[config.mk]
export PLATFORM = sky130hd
export DESIGN_NAME = intr_seq_step
export DESIGN_NICKNAME = d
export VERILOG_FILES = /design/src/rtl/intr_seq_step_pkg.sv /design/src/rtl/intr_prio_enc.sv /design/src/rtl/intr_seq_step.sv
export SDC_FILE = /design/constraint.sdc
export NUM_CORES = 1
export LEC_CHECK = 0
export ABC_CLOCK_PERIOD_IN_PS = 2600
export CAP_MARGIN = 20
export CORE_UTILIZATION = 42
export CTS_BUF_LIST = sky130_fd_sc_hd__clkbuf_8
export DETAILED_ROUTE_END_ITERATION = 8
export HOLD_SLACK_MARGIN = 0.15
export PLACE_DENSITY = 0.78
export REMOVE_ABC_BUFFERS = 1
export SLEW_MARGIN = 0
export SYNTH_ARGS = -nofsm -noshare
export SYNTH_HDL_FRONTEND = slang
export SYNTH_SLANG_ARGS = --single-unit
export TNS_END_PERCENT = 1
[constraint.sdc]
create_clock -name CLK -period 2.6 [get_ports CLK]
set_clock_uncertainty 0.1 [all_clocks]
set_input_delay 0.78 -clock CLK [delete_from_list [all_inputs] [get_ports CLK]]
set_output_delay 0.78 -clock CLK [all_outputs]
set_load 0.1 [all_outputs]
[src/rtl/intr_seq_step_pkg.sv]
// Shared types and helpers for the interrupt acknowledge sequencer:
// sequence kinds, step offsets relative to the acknowledge phase, vector math.
package intr_seq_step_pkg;

  typedef enum logic [1:0] {
    SEQ_IDLE = 2'd0,
    SEQ_NMI  = 2'd1,
    SEQ_IRQ  = 2'd2
  } seq_kind_e;

  // Step number k places after the end of the acknowledge M1 phase.
  function automatic int step_after_ack(input int ack_steps, input int k);
    return ack_steps + k;
  endfunction

  // Channel vectors are spaced 8 bytes apart and wrap within the low byte.
  function automatic logic [7:0] irq_vector(input logic [7:0] base, input int idx);
    logic [7:0] offset;
    offset = 8'(idx * 8);
    return base + offset;
  endfunction

endpackage

[src/rtl/intr_prio_enc.sv]
// Lowest-index-wins priority encoder: one-hot grant plus an any-request flag.
module intr_prio_enc #(
  parameter int N = 4
) (
  input  logic [N-1:0] req,
  output logic [N-1:0] grant,
  output logic         valid
);

  genvar gi;
  generate
    for (gi = 0; gi < N; gi++) begin : g_bit
      if (gi == 0) begin : g_first
        assign grant[gi] = req[gi];
      end else begin : g_rest
        assign grant[gi] = req[gi] & ~(|req[gi-1:0]);
      end
    end
  endgenerate

  assign valid = |req;

endmodule

[src/rtl/intr_seq_step.sv]
// Interrupt step sequencer: latches NMI edges, arbitrates at instruction
// boundaries and walks the push-PC / vector-load microsequence.
module intr_seq_step
  import intr_seq_step_pkg::*;
#(
  parameter int          NUM_IRQ      = 4,
  parameter int          ACK_STEPS    = 3,
  parameter logic [7:0]  NMI_VEC      = 8'h66,
  parameter logic [7:0]  IRQ_VEC_BASE = 8'h38,
  parameter int          STEP_W       = 4
) (
  input  logic                CLK,
  input  logic                RESET,
  input  logic                notNMI,
  input  logic [NUM_IRQ-1:0]  IRQ,
  input  logic                IE,
  input  logic                op_end,
  input  logic                stall,
  output logic [STEP_W-1:0]   XPT,
  output logic                busy,
  output logic                is_nmi,
  output logic [NUM_IRQ-1:0]  ack,
  output logic                PC_M1,
  output logic                PR_Dec_SP,
  output logic [2:0]          PC_W,
  output logic                PI_SelectDt_PC_high,
  output logic                PI_SelectDt_PC_low,
  output logic                notPI_SelectAd_SP,
  output logic [7:0]          vec_low,
  output logic                Pa_Load_PC,
  output logic                iff_clear,
  output logic                done
);

  localparam logic [STEP_W-1:0] S_ONE = STEP_W'(1);
  localparam logic [STEP_W-1:0] S_A0  = STEP_W'(ACK_STEPS);
  localparam logic [STEP_W-1:0] S_A1  = STEP_W'(step_after_ack(ACK_STEPS, 1));
  localparam logic [STEP_W-1:0] S_A2  = STEP_W'(step_after_ack(ACK_STEPS, 2));
  localparam logic [STEP_W-1:0] S_A3  = STEP_W'(step_after_ack(ACK_STEPS, 3));
  localparam logic [STEP_W-1:0] S_A4  = STEP_W'(step_after_ack(ACK_STEPS, 4));
  localparam logic [STEP_W-1:0] S_A5  = STEP_W'(step_after_ack(ACK_STEPS, 5));
  localparam logic [STEP_W-1:0] S_A6  = STEP_W'(step_after_ack(ACK_STEPS, 6));
  localparam logic [STEP_W-1:0] S_L   = STEP_W'(step_after_ack(ACK_STEPS, 7));

  seq_kind_e            kind_q, kind_d;
  logic [STEP_W-1:0]    xpt_q, xpt_d;
  logic [NUM_IRQ-1:0]   ack_q, ack_d;
  logic                 nmi_prev_q, nmi_prev_d;
  logic                 nmi_pend_q, nmi_pend_d;
  logic                 fresh_q, fresh_d;

  logic [NUM_IRQ-1:0]   irq_elig;
  logic [NUM_IRQ-1:0]   irq_grant;
  logic                 irq_valid;
  logic                 nmi_edge;
  logic                 nmi_req;
  logic                 idle;
  logic                 accept;
  logic                 at_last;
  int                   vec_idx;

  assign irq_elig = IRQ & {NUM_IRQ{IE}};

  intr_prio_enc #(.N(NUM_IRQ)) u_prio (
    .req   (irq_elig),
    .grant (irq_grant),
    .valid (irq_valid)
  );

  // An edge seen in the boundary cycle itself already counts as pending.
  assign nmi_edge = nmi_prev_q & ~notNMI;
  assign nmi_req  = nmi_pend_q | nmi_edge;
  assign idle     = (kind_q == SEQ_IDLE);
  assign accept   = op_end & idle & ~stall & (nmi_req | irq_valid);
  assign at_last  = (xpt_q == S_L);

  always_comb begin
    kind_d     = kind_q;
    xpt_d      = xpt_q;
    ack_d      = ack_q;
    nmi_prev_d = notNMI;
    nmi_pend_d = nmi_pend_q;
    fresh_d    = 1'b0;
    case (kind_q)
      SEQ_IDLE: begin
        if (accept) begin
          xpt_d   = S_ONE;
          fresh_d = 1'b1;
          if (nmi_req) begin
            kind_d = SEQ_NMI;
            ack_d  = '0;
          end else begin
            kind_d = SEQ_IRQ;
            ack_d  = irq_grant;
          end
        end
      end
      default: begin
        if (!stall) begin
          fresh_d = 1'b1;
          if (at_last) begin
            xpt_d  = '0;
            kind_d = SEQ_IDLE;
            ack_d  = '0;
            if (kind_q == SEQ_NMI) begin
              nmi_pend_d = 1'b0;
            end
          end else begin
            xpt_d = xpt_q + S_ONE;
          end
        end
      end
    endcase
    // A new edge beats the end-of-sequence clear so it is never dropped.
    if (nmi_edge) begin
      nmi_pend_d = 1'b1;
    end
  end

  always_ff @(posedge CLK) begin
    if (RESET) begin
      kind_q     <= SEQ_IDLE;
      xpt_q      <= '0;
      ack_q      <= '0;
      nmi_prev_q <= 1'b0;
      nmi_pend_q <= 1'b0;
      fresh_q    <= 1'b0;
    end else begin
      kind_q     <= kind_d;
      xpt_q      <= xpt_d;
      ack_q      <= ack_d;
      nmi_prev_q <= nmi_prev_d;
      nmi_pend_q <= nmi_pend_d;
      fresh_q    <= fresh_d;
    end
  end

  always_comb begin
    vec_idx = 0;
    for (int i = 0; i < NUM_IRQ; i++) begin
      if (ack_q[i]) begin
        vec_idx = i;
      end
    end
  end

  assign XPT    = xpt_q;
  assign busy   = ~idle;
  assign is_nmi = (kind_q == SEQ_NMI);
  assign ack    = ack_q;

  always_comb begin
    PC_M1               = (xpt_q >= S_ONE) && (xpt_q <= S_A0);
    PR_Dec_SP           = (xpt_q == S_A1) || (xpt_q == S_A4);
    PI_SelectDt_PC_high = (xpt_q >= S_A2) && (xpt_q <= S_A4);
    PI_SelectDt_PC_low  = (xpt_q >= S_A5) && (xpt_q <= S_L);
    notPI_SelectAd_SP   = !((xpt_q >= S_A2) && (xpt_q <= S_L));
    PC_W[0]             = (xpt_q == S_A2) || (xpt_q == S_A5);
    PC_W[1]             = (xpt_q == S_A3) || (xpt_q == S_A6);
    PC_W[2]             = (xpt_q == S_A4) || (xpt_q == S_L);
    Pa_Load_PC          = at_last;
    vec_low             = 8'h00;
    if (at_last) begin
      vec_low = is_nmi ? NMI_VEC : irq_vector(IRQ_VEC_BASE, vec_idx);
    end
    // Pulses only on the first cycle of a step, so a stall cannot repeat them.
    iff_clear           = (xpt_q == S_ONE) && fresh_q;
    done                = at_last && fresh_q;
  end

endmodule

Yosys cells after proc, flatten, opt, wreduce, memory -nomap -nowiden
Index checks and enable logic that the tools add are counted.
{"block": "classes", "n_bitwise": 16, "n_lt_le_gt_ge": 6, "add_sub_neg": 2, "reduce_logical": 21, "n_mux": 27, "eq_ne": 13}
{"operator": "2-to-1 mux 4 bit", "count": 9}
{"operator": "== test 4 x 3 -> 1 bit, second input constant", "count": 4}
{"operator": "2-to-1 mux 8 bit", "count": 2}
{"operator": "== test 4 bit, second input constant", "count": 3}
{"operator": "2-to-1 mux 2 bit", "count": 5}
{"operator": "2-to-1 mux 5 bit", "count": 2}
{"operator": "2-to-1 mux 1 bit", "count": 9}
{"operator": "adder 6 x 8 -> 8 bit, first input constant", "count": 1}
{"operator": "bitwise AND 1 bit", "count": 7}
{"operator": "logical AND 1 bit", "count": 6}
{"operator": "inequality test 2 x 1 -> 1 bit, second input constant", "count": 3}
{"operator": "inverter 1 bit", "count": 6}
{"operator": "nonzero test 2 bit", "count": 3}
{"operator": "adder 4 x 1 -> 4 bit, second input constant", "count": 1}
{"operator": "bitwise AND 4 bit", "count": 1}
{"operator": "== test 4 x 1 -> 1 bit, second input constant", "count": 1}
{"operator": ">= comparator 4 x 1 -> 1 bit, second input constant", "count": 1}
{"operator": ">= comparator 4 x 3 -> 1 bit, second input constant", "count": 1}
{"operator": ">= comparator 4 bit, second input constant", "count": 1}
{"operator": "less-or-equal comparator 4 x 2 -> 1 bit, second input constant", "count": 1}
{"operator": "less-or-equal comparator 4 x 3 -> 1 bit, second input constant", "count": 1}
{"operator": "less-or-equal comparator 4 bit, second input constant", "count": 1}
{"operator": "logical OR 1 bit", "count": 4}
{"operator": "AND reduction 4 bit", "count": 1}
{"operator": "10 further kinds", "count": 11}
{"block": "totals", "register_bits": 13, "inputBits": 10, "word_cells": 91}

Longest topological paths before layout
Gate-level depths: netlist (run 1).
{"block": "logic_depth", "word_depth": 7, "ltp_mapped": 7, "mapped_depth_nobuf": 5}

By module
Synthesis (run 1) repeated with hierarchy kept, for this count alone.
{"block": "unflattened", "hier_cells": 115, "hier_area_um2": 909.6}
{"module": "intr_seq_step", "cells_per_inst": 110, "instances": 1, "area_each_um2": 872.1}
{"module": "intr_prio_enc", "cells_per_inst": 5, "instances": 1, "area_each_um2": 37.5}

Least setup slack after synthesis (run 1)
OpenSTA, ideal clock, no wires.
{"block": "synth_path", "path_kind": "reg-to-output", "from": "register xpt_q[3], in the netlist XPT[3]", "to": "output notPI_SelectAd_SP", "stages_incl_launch_ff": 4, "setup_slack_ns": -3.214, "t_required_ns": 1.720, "n_path_buf": 0, "t_arrival_ns": 4.934, "cell_sequence": "dfxtp_1 -> nor2b_1 -> a21boi_0 -> nor2_1"}
{"block": "synth_between", "elab_chain_cells": 3, "elab_cells_between_ends": 4, "classes_between": "order compare (2); reduce/logical (2)"}
{"element": "start, declared", "line": "intr_seq_step.sv:46", "source": "logic [STEP_W-1:0] xpt_q, xpt_d;"}
{"element": "start signal, assigned", "line": "intr_seq_step.sv:130", "source": "xpt_q <= xpt_d;"}
{"element": ">= comparator 4 x 3 -> 1 bit or less-or-equal comparator 4 bit (tied branches)", "line": "intr_seq_step.sv:157", "source": "notPI_SelectAd_SP = !((xpt_q >= S_A2) && (xpt_q <= S_L));"}
{"element": "logical AND 1 bit (*)", "line": "intr_seq_step.sv:157"}
{"element": "logical NOT 1 bit (*)", "line": "intr_seq_step.sv:157"}
{"element": "end, declared", "line": "intr_seq_step.sv:28", "source": "output logic notPI_SelectAd_SP,"}
Every way passes the cells marked *; elsewhere a longest branch is shown, timed or not.

Worst setup path in the final report (run 1)
{"block": "layout_path", "from": "register xpt_q[1], in the netlist XPT[1]", "to": "output notPI_SelectAd_SP"}
Same word-level chain as after synthesis.

==> summary.txt, run 1 <==
Run status
  – Outcome: complete, no violations

Global route
  – Largest net degree at the start of global routing: 12
  – Gr ovfl total: 0
  – GRT Overall Usage: 26.4%
  – Global-route wire length before repair: 4110 um
  – Number of global-route vias before repair: 925
  – Initial antenna violation count: 0

STA
  – Final worst-path cycle share: 99.2%
  – Worst slew margin: 57.2%
  – Max Freq: 388 MHz
  – Hold Fails Final Rpt: 0
  – RSZ-0062 raised after global routing: yes
  – Tmin final: 2580 ps
  – Least-Margin Pin Slew: 637 ps
  – Hold slack final: 363 ps
  – Max-slew violation count: 0
  – Endpoints failing setup: 0

Worst setup path
  – CP cell instances: inv_1, ha_1, nor2b_2, nor2b_2, nor2_2, buf_12
  – Most frequent CP cell: nor2b_2
  – CP max stage delay: 430 ps
  – Worst endpoint required time: 1720 ps
  – Slowest cell on crit path: dfxtp_2
  – Critical path buffer and inverter count: 2
  – CP max FO: 7
  – WP data arrival: 1700 ps
  – Critical path class: flop to output pin
  – Cell family with most CP delay: simple AND/OR/NAND/NOR gates
  – Element type at the critical path end: output pin
  – Worst Setup Start Kind: flop

Yosys
  – Count leader, synth: dfxtp_1
  – Synth top area cells: dfxtp_1 (31%), ha_1 (7.4%), nor2b_1 (4.4%)
  – Register area share after synthesis: 30.8%
  – Cells after synthesis: 100
  – Yosys warning count: 0
  – Synth Flop Type: dfxtp_1
  – #FFs+latches synth: 13
  – Synth top cells by count: dfxtp_1 (13), nor2_1 (9), inv_1 (8)
  – Post-synth ARST share: 0%
  – Post-synth EDFFs: 0
  – Syn_area_per_cell: 8.45 um2
  – Yosys cell types: 34
  – Area leader, netlist: dfxtp_1
  – Yosys top cell area share: 30.8%
  – Mapped Area: 845 um2

Clock tree
  – Hold-fix buffers, CTS: 0
  – TritonCTS clock tree: yes
  – Num CTS Buffers: 3
  – CTS H-tree lvls: 1
  – CTS max path bufs: 2
  – Root buf cell: clkbuf_8
  – Post-CTS setup buffer count: 0
  – CTS sink cnt: 13
  – Clock transition at path regs: 60 ps
  – Worst-Skew Late Latency: 240 ps

Placement
  – HPWL after DPL: 1990 um
  – Cells after DPL: 166
  – Gpl congestion: 0.904
  – Port bufs: 36

Route
  – Detailed Route WL: 2620 um
  – # DRC: 0
  – Wire per inst: 15.4 um
  – Antenna Violating Nets Remaining: 0
  – Pre-Repair DR Iteration Count: 4
  – Iteration-0 DRC count of the detailed router: 67
  – Via count: 957
  – DR vias/cell: 5.63

Power
  – Sw Share: 33.8%
  – Static leakage: 0.652 nW
  – Sequential share of power: 38.0%
  – Clock power frac: 31.6%
  – Maximum VDD drop: 0.440 mV
  – P_int: 0.370 mW
  – Psw: 0.189 mW
  – Pwr Total: 0.559 mW
  – Combinational share of power: 30.4%
  – Power Density: 366 nW/um2

Cells and area
  – Layout Cells excl Fill: 170
  – Fill cell count: 107
  – Core Util, Final: 84.9%
  – Ant diodes: 0
  – Share of layout cells above drive strength 1: 36.6%
  – Layout Nets: 161
  – Area added between synthesis and finish: 81.0%

Die
  – Die Y: 46.8 um
  – Die extent in x: 46.8 um
  – Core Rows: 15
  – Die area: 2190 um2
  – Initial core utilization: 46.9%
  – IO Count: 39
  – Core region area: 1800 um2

Worst hold path
  – Hold Path Class: flop to flop

Job
  – Max-cap violation count: 0
[sequential cells by signal, summed over array words and instances, names as in the netlist]
name and count:
fresh_q 1, nmi_pend_q 1, XPT 4, nmi_prev_q 1
kind_q 2, ack 4
[cells in the final DEF (no fill, tap or decap), types with 2 or more instances in the layout]
cell / instances
buf_12: 19
buf_4: 18
dfxtp_1: 11
inv_1: 9
nor2_1: 8
clkdlybuf4s50_1: 7
a21oi_1: 6
nand2_1: 5
nor3_1: 5
ha_1: 5
nor2b_1: 4
a22o_1: 3
nand2b_1: 3
clkbuf_8: 3
dfxtp_2: 2
nor2b_2: 2
and2_1: 2
and3_1: 2
o21a_1: 2
or4b_4: 2
o2bb2ai_1: 2
o31ai_1: 2
o21ai_0: 2
a211oi_1: 2
conb_1: 2
dlygate4sd2_1: 2
[logic make-up (layout without fill, tap and decap cells)]
logic type,Yosys count,after routing,share of synthesized area [%]
XOR/XNOR,1,1,1.04
adder cells (fa/ha/maj),5,5,7.41
other,1,2,0.444
flip-flops,13,13,30.8
buffers and inverters,14,58,7.70
AO/OA/AOI/OAI,27,27,24.3
AND/OR/NAND/NOR,39,39,28.3
[power groups by stage]
stage	registers [mW]	logic, mW	clock network (mW)
2_1_floorplan	0.231	0.0830	0
3_3_place_gp	0.215	0.162	0
3_5_place_dp	0.216	0.165	0
4_1_cts	0.212	0.166	0.179
5_1_grt	0.214	0.177	0.189
6_report	0.213	0.170	0.177
[area by class of cell]
type / instances / area [um2] / share of cell area, %
sequential: 13 / 263 / 17.2
clock inverter: 1 / 3.75 / 0.245
inverter: 8 / 30.0 / 1.96
tap: 25 / 31.3 / 2.05
timing repair buffer: 46 / 603 / 39.4
clock buffer: 3 / 41.3 / 2.70
multi-input combinational: 74 / 557 / 36.4
[metal layers]
layer / GRT usage [%] / vias to the layer above / wire length (um)
met1: 33.9 / 449 / 1050
met5: 0 / - / 0
met4: 6.29 / 0 / 26
li1: - / 450 / -
met2: 45.3 / 52 / 1370
met3: 5.38 / 6 / 170
[worst paths after layout]
kind | cells past startpoint | slack, ps | start | endpoint
hold reg to reg | 1 | 360 | ack[0]$_SDFFE_PP0P_ | ack[0]$_SDFFE_PP0P_
hold / removal | 1 | 360 | ack[0]$_SDFFE_PP0P_ | ack[0]$_SDFFE_PP0P_
setup / recovery | 6 | 20 | XPT[1]$_SDFFE_PP0P_ | notPI_SelectAd_SP
setup reg to reg | 4 | 480 | kind_q[1]$_SDFFE_PP0P_ | ack[3]$_SDFFE_PP0P_
[worst reg2reg max path: cells and delay by family (launching register included)]
kind             cells  cell delay (ps)
AO/OA/AOI/OAI        1              220
flip-flops           1              340
AND/OR/NAND/NOR      3             1400
[repair_timing]
item	CTS	global route
setup endpoints to repair	4	8
resized for setup	7	6
pin swaps	3	1
[through the flow]
stage	TNS, ps	setup WS, ps	cell area, um2
final	0	21.8	1530
after detailed placement	-1040	-321	1450
after floorplan	-24910	-3220	813
after global routing	-128	-87.6	1530
after CTS	-0.240	-0.240	1500
after global placement	-799	-232	1450
(Power assumes the default switching activity.)
==> inputs of run 2 (changes only) <==
ABC_CLOCK_PERIOD_IN_PS = 2100   (was 2600)
CORE_UTILIZATION = 38   (was 42)
GPL_TIMING_DRIVEN = 0   (was unset)
PLACE_DENSITY = 0.75   (was 0.78)
clock period = 2.1 ns   (was 2.6 ns; I/O delays follow)
==> run 2 against run 1 <==
Net effect: the flow now finishes with violations (setup timing); power rose by 19%; die area up 10%; design area fell by 5.8%; first-iteration DRC count fell by 51%.
==> summary.txt, run 2 (same netlist as run 1, synthesis figures left out) <==
Cells and area
  – Fill cell count: 139
  – Layout Nets: 155
  – Area added between synthesis and finish: 70.5%
  – Layout Cells excl Fill: 166
  – Design Area, Final: 1440 um2
  – Register Area: 274 um2
  – Share of layout cells above drive strength 1: 45.3%
  – Ant diodes: 0
  – Leading cell type in the layout, fill and taps excluded: buf_6
  – Most frequent cells in the layout: buf_6 (10), nor2_1 (8), dfxtp_1 (8)
  – Multi-input gate area: 619 um2

Clock tree
  – Clock transition at path regs: 50 ps
  – CTS max path bufs: 2
  – CTS H-tree lvls: 1
  – TritonCTS clock tree: yes
  – Worst-Skew Late Latency: 240 ps
  – Root buf cell: clkbuf_8
  – Num CTS Buffers: 3
  – CTS sink cnt: 13

Placement
  – DP Area: 1210 um2
  – Gpl congestion: 0.841
  – HPWL after DPL: 1610 um
  – Cells after DPL: 158
  – Port bufs: 36

Route
  – Iteration-0 DRC count of the detailed router: 33
  – Pre-Repair DR Iteration Count: 4
  – Antenna Violating Nets Remaining: 0
  – DR vias/cell: 5.35
  – Wire per inst: 13.6 um
  – Via count: 888
  – Detailed Route WL: 2250 um
  – # DRC: 0

STA
  – Hold Fails Final Rpt: 0
  – Worst slew margin: 63.5%
  – Tmin final: 2200 ps
  – Setup_tns: -705 ps
  – Post-route setup slack: -101 ps
  – Final worst-path cycle share: 105%
  – Least-Margin Pin Slew: 551 ps
  – Hold slack final: 367 ps
  – Max-slew violation count: 0
  – Max Freq: 454 MHz
  – Endpoints failing setup: 16
  – RSZ-0062 raised after global routing: yes

Job
  – Max-cap violation count: 0

Worst setup path
  – Slowest cell on crit path: dfxtp_4
  – Worst endpoint required time: 1370 ps
  – Element type at the critical path end: output pin
  – CP cell instances: nand4bb_4, inv_2, and3_1, buf_12
  – Worst Setup Start Kind: flop
  – WP data arrival: 1470 ps
  – CP max FO: 11
  – Critical path class: flop to output pin
  – CP max stage delay: 380 ps

Power
  – Maximum VDD drop: 0.567 mV
  – Power Density: 463 nW/um2
  – Static leakage: 0.614 nW
  – Pwr Total: 0.667 mW

Die
  – Die Y: 49.1 um
  – IO Count: 39
  – Initial core utilization: 41.8%
  – Core Rows: 16
  – Die area: 2420 um2
  – Core region area: 2020 um2
  – Die extent in x: 49.1 um

Run status
  – Outcome: finished with violations
  – Failing checks: setup timing

Worst hold path
  – Hold Path Class: flop to flop

Global route
  – Largest net degree at the start of global routing: 13
  – Global-route wire length before repair: 3600 um
  – Number of global-route vias before repair: 831
  – Gr ovfl total: 0
  – GRT Overall Usage: 19.1%
  – Initial antenna violation count: 0
[run 2: changes by cell type in the layout (fill, tap and decap cells not counted), moves of 3 or more]
cell / previous run / this run
buf_12: 19 / 3
buf_4: 18 / 6
buf_6: 0 / 10
clkdlybuf4s15_2: 0 / 7
clkdlybuf4s50_1: 7 / 2
dfxtp_1: 11 / 8
dfxtp_4: 0 / 3
inv_1: 9 / 6
[run 2: final cells by class]
class | instances | share of cell area (%)
multi-input combinational | 74 | 43.0
inverter | 8 | 2.26
clock inverter | 1 | 0.261
tap | 27 | 2.35
sequential | 13 | 19.0
timing repair buffer | 40 | 30.2
clock buffer | 3 | 2.87
[run 2: final timing paths]
check,from,endpoint,slack (ps),cells past startpoint
min reg2reg,ack[0]$_SDFFE_PP0P_,ack[0]$_SDFFE_PP0P_,370,1
min,ack[0]$_SDFFE_PP0P_,ack[0]$_SDFFE_PP0P_,370,1
max reg2reg,kind_q[1]$_SDFFE_PP0P_,ack[2]$_SDFFE_PP0P_,50,4
max,XPT[2]$_SDFFE_PP0P_,vec_low[3],-100,4
[run 2: routing by layer]
metal	GRT usage (%)	up-vias	routed length [um]
li1	-	436	-
met1	22.2	412	1010
met2	32.6	36	1100
met3	5.92	4	114
met4	6.86	0	34
met5	0	-	0
[run 2: worst max-delay path: cells and delay by family (launching register included)]
| family | cells | cell delay [ps] |
|---|---|---|
| simple gates | 2 | 530 |
| flops | 1 | 380 |
| buf+inv | 2 | 330 |
[run 2: report_power, final]
part	total [mW]	switching [mW]	internal [mW]	leakage [nW]
sequential	0.263	0.0106	0.252	0.109
clock	0.209	0.0806	0.128	0.0269
combinational	0.195	0.133	0.0622	0.478
[run 2: repair_timing]
action,4_1_cts,5_1_grt
gates resized for setup,185,28
setup buffers,1,3
gates cloned,0,0
hold buffers,0,0
setup endpoints to repair,37,27
pin swaps,7,9
[run 2: per-stage QoR]
step / util [%] / setup slack (ps)
2_1_floorplan: - / -3570
3_3_place_gp: 59.7 / -1070
3_5_place_dp: 59.7 / -1060
4_1_cts: 66.4 / -211
5_1_grt: 71.2 / -170
6_report: 71.2 / -101
==> inputs of run 3 (changes only) <==
--- a/config.mk
+++ b/config.mk
@@ -8,10 +8,10 @@
 export ABC_CLOCK_PERIOD_IN_PS = 2100
 export CAP_MARGIN = 20
-export CORE_UTILIZATION = 38
-export CTS_BUF_LIST = sky130_fd_sc_hd__clkbuf_8
+export CORE_MARGIN = 1.5
+export CORE_UTILIZATION = 36
 export DETAILED_ROUTE_END_ITERATION = 8
 export GPL_TIMING_DRIVEN = 0
 export HOLD_SLACK_MARGIN = 0.15
-export PLACE_DENSITY = 0.75
+export PLACE_DENSITY = 0.71
 export REMOVE_ABC_BUFFERS = 1
 export SLEW_MARGIN = 0
==> constraint.sdc (replaced) <==
create_clock -name CLK -period 2.1 [get_ports CLK]
set_clock_uncertainty 0.1 [all_clocks]
set_input_delay 0.525 -clock CLK [delete_from_list [all_inputs] [get_ports CLK]]
set_output_delay 0.525 -clock CLK [all_outputs]
set_load 0.1 [all_outputs]
==> run 3 against run 2 <==
Net effect: the run still ends with setup timing left; die area grew 9.5%; worst hold slack gained 1.2 ps; non-clock buffer count shrank 2; final cell count shrank 0.60%; first-iteration DRC count shrank 21%; clock power shrank 24%; sequential share of layout area grew 1.3 points; combinational power shrank 4%.
==> summary.txt, run 3 (same netlist as run 1, synthesis figures left out) <==
Cells and area
  – Register Area: 273 um2
  – Leading cell type in the layout, fill and taps excluded: buf_6
  – Ant diodes: 0
  – Fill cell count: 202
  – Area added between synthesis and finish: 58.5%
  – Most frequent cells in the layout: buf_6 (13), nor2_1 (8), dfxtp_1 (7)
  – Share of layout cells above drive strength 1: 41.6%
  – Multi-input gate area: 592 um2
  – Layout Nets: 153

Die
  – Die extent in x: 51.4 um
  – IO Count: 39
  – Die Y: 51.4 um
  – Initial core utilization: 38.2%
  – Die area: 2650 um2
  – Core Rows: 17
  – Core region area: 2210 um2

STA
  – Worst slew margin: 36.7%
  – Setup_tns: -479 ps
  – Least-Margin Pin Slew: 953 ps
  – Endpoints failing setup: 12
  – Final worst-path cycle share: 105%
  – Max-slew violation count: 0
  – RSZ-0062 raised after global routing: yes
  – Tmin final: 2200 ps
  – Max Freq: 455 MHz
  – Hold Fails Final Rpt: 0
  – Hold slack final: 369 ps
  – Post-route setup slack: -99.1 ps

Global route
  – Initial antenna violation count: 0
  – Largest net degree at the start of global routing: 13
  – GRT Overall Usage: 17.1%
  – Global-route wire length before repair: 3480 um
  – Gr ovfl total: 0
  – Number of global-route vias before repair: 819

Clock tree
  – Hold-fix buffers, CTS: 0
  – Root buf cell: clkbuf_4
  – CTS max path bufs: 2
  – CTS H-tree lvls: 1
  – Worst-Skew Late Latency: 280 ps
  – TritonCTS clock tree: yes
  – CTS sink cnt: 13
  – Num CTS Buffers: 3
  – Clock transition at path regs: 80 ps

Worst setup path
  – FF-to-FF setup slack: 60 ps
  – CP max FO: 7
  – WP data arrival: 1570 ps
  – Worst Setup Start Kind: flop
  – Worst endpoint required time: 1470 ps
  – Reg2Reg Launch Point: kind_q[1]$_SDFFE_PP0P_
  – Element type at the critical path end: output pin
  – Critical path class: flop to output pin
  – R2R cell count: 4
  – CP startpoint: XPT[1]$_SDFFE_PP0P_
  – Reg2reg end: ack[2]$_SDFFE_PP0P_

Route
  – Via count: 890
  – DR vias/cell: 5.39
  – # DRC: 0
  – Pre-Repair DR Iteration Count: 4
  – Antenna Violating Nets Remaining: 0
  – Wire per inst: 13.1 um
  – Iteration-0 DRC count of the detailed router: 26
  – Detailed Route WL: 2160 um

Placement
  – Gpl congestion: 0.813
  – HPWL after DPL: 1610 um
  – Pre-CTS setup slack: -941 ps
  – Port bufs: 36

Power
  – Maximum VDD drop: 0.338 mV
  – Power Density: 454 nW/um2
  – Static leakage: 0.579 nW
  – Pwr Total: 0.608 mW

Worst hold path
  – Min-Delay Endpoint: ack[0]$_SDFFE_PP0P_
  – HP Start: ack[0]$_SDFFE_PP0P_
  – Hold depth: 1
  – Hold Path Class: flop to flop

Run status
  – Failing checks: setup timing
  – Outcome: finished with violations

Job
  – Max-cap violation count: 0
[run 3: cell types whose count changed in the layout (fill, tap and decap cells not counted), moves of 3 or more]
cell,previous run,this run
buf_6,10,13
clkbuf_8,5,2
clkdlybuf4s15_2,7,3
clkbuf_2,1,4
[run 3: per-layer routing]
layer,global-route usage [%],part of all wire (%),vias up,wire (um)
met5,0,0,-,0
met4,7.46,1.0,0,22
met3,2.92,4.5,3,98
met2,26.3,50,28,1080
met1,23.4,45,425,965
li1,-,-,434,-
[run 3: worst max-delay path, cell delays in order, from the launching register on]
cell     delay [ps]
dfxtp_4         390
inv_2            80
ha_2            200
nor2b_4         180
nor2b_2          60
nor2_1          130
buf_6           240
[run 3: stage by stage]
stage / util, % / cell area (um2) / instances
finish: 60.5 / 1340 / 165
global route: 60.5 / 1340 / 165
CTS: 58.0 / 1280 / 165
detailed placement: 54.6 / 1210 / 159
global placement: 54.6 / 1210 / 159
floorplan: - / 813 / 95
[run 3: layout make-up]
class                           count  share of cell area, %
Sequential cell                    13                   20.4
Multi-Input combinational cell     74                   44.2
Inverter                            8                   2.24
Clock buffer                        4                   1.96
Timing Repair Buffer               38                   28.6
Tap cell                           28                   2.62
[run 3: worst max path at each step]
| stage | endpoint | cells after the start | slack (ps) |
|---|---|---|---|
| after global routing | notPI_SelectAd_SP | 6 | -160 |
| after detailed placement | vec_low[3] | 4 | -940 |
| after global placement | vec_low[3] | 4 | -960 |
| after CTS | notPI_SelectAd_SP | 6 | -150 |
| after floorplan | notPI_SelectAd_SP | 3 | -3470 |
| final | notPI_SelectAd_SP | 6 | -100 |
[run 3: what timing repair did]
action	in CTS	in global routing
gates resized for setup	164	31
endpoints found under the setup margin	37	29
setup buffers	2	0
pin swaps	7	5
[run 3: report_power, final]
| part | switching [mW] | internal, mW | leakage (nW) |
|---|---|---|---|
| Clock | 0.0848 | 0.0738 | 0.0150 |
| Sequential | 0.00925 | 0.253 | 0.109 |
| Combinational | 0.130 | 0.0575 | 0.455 |
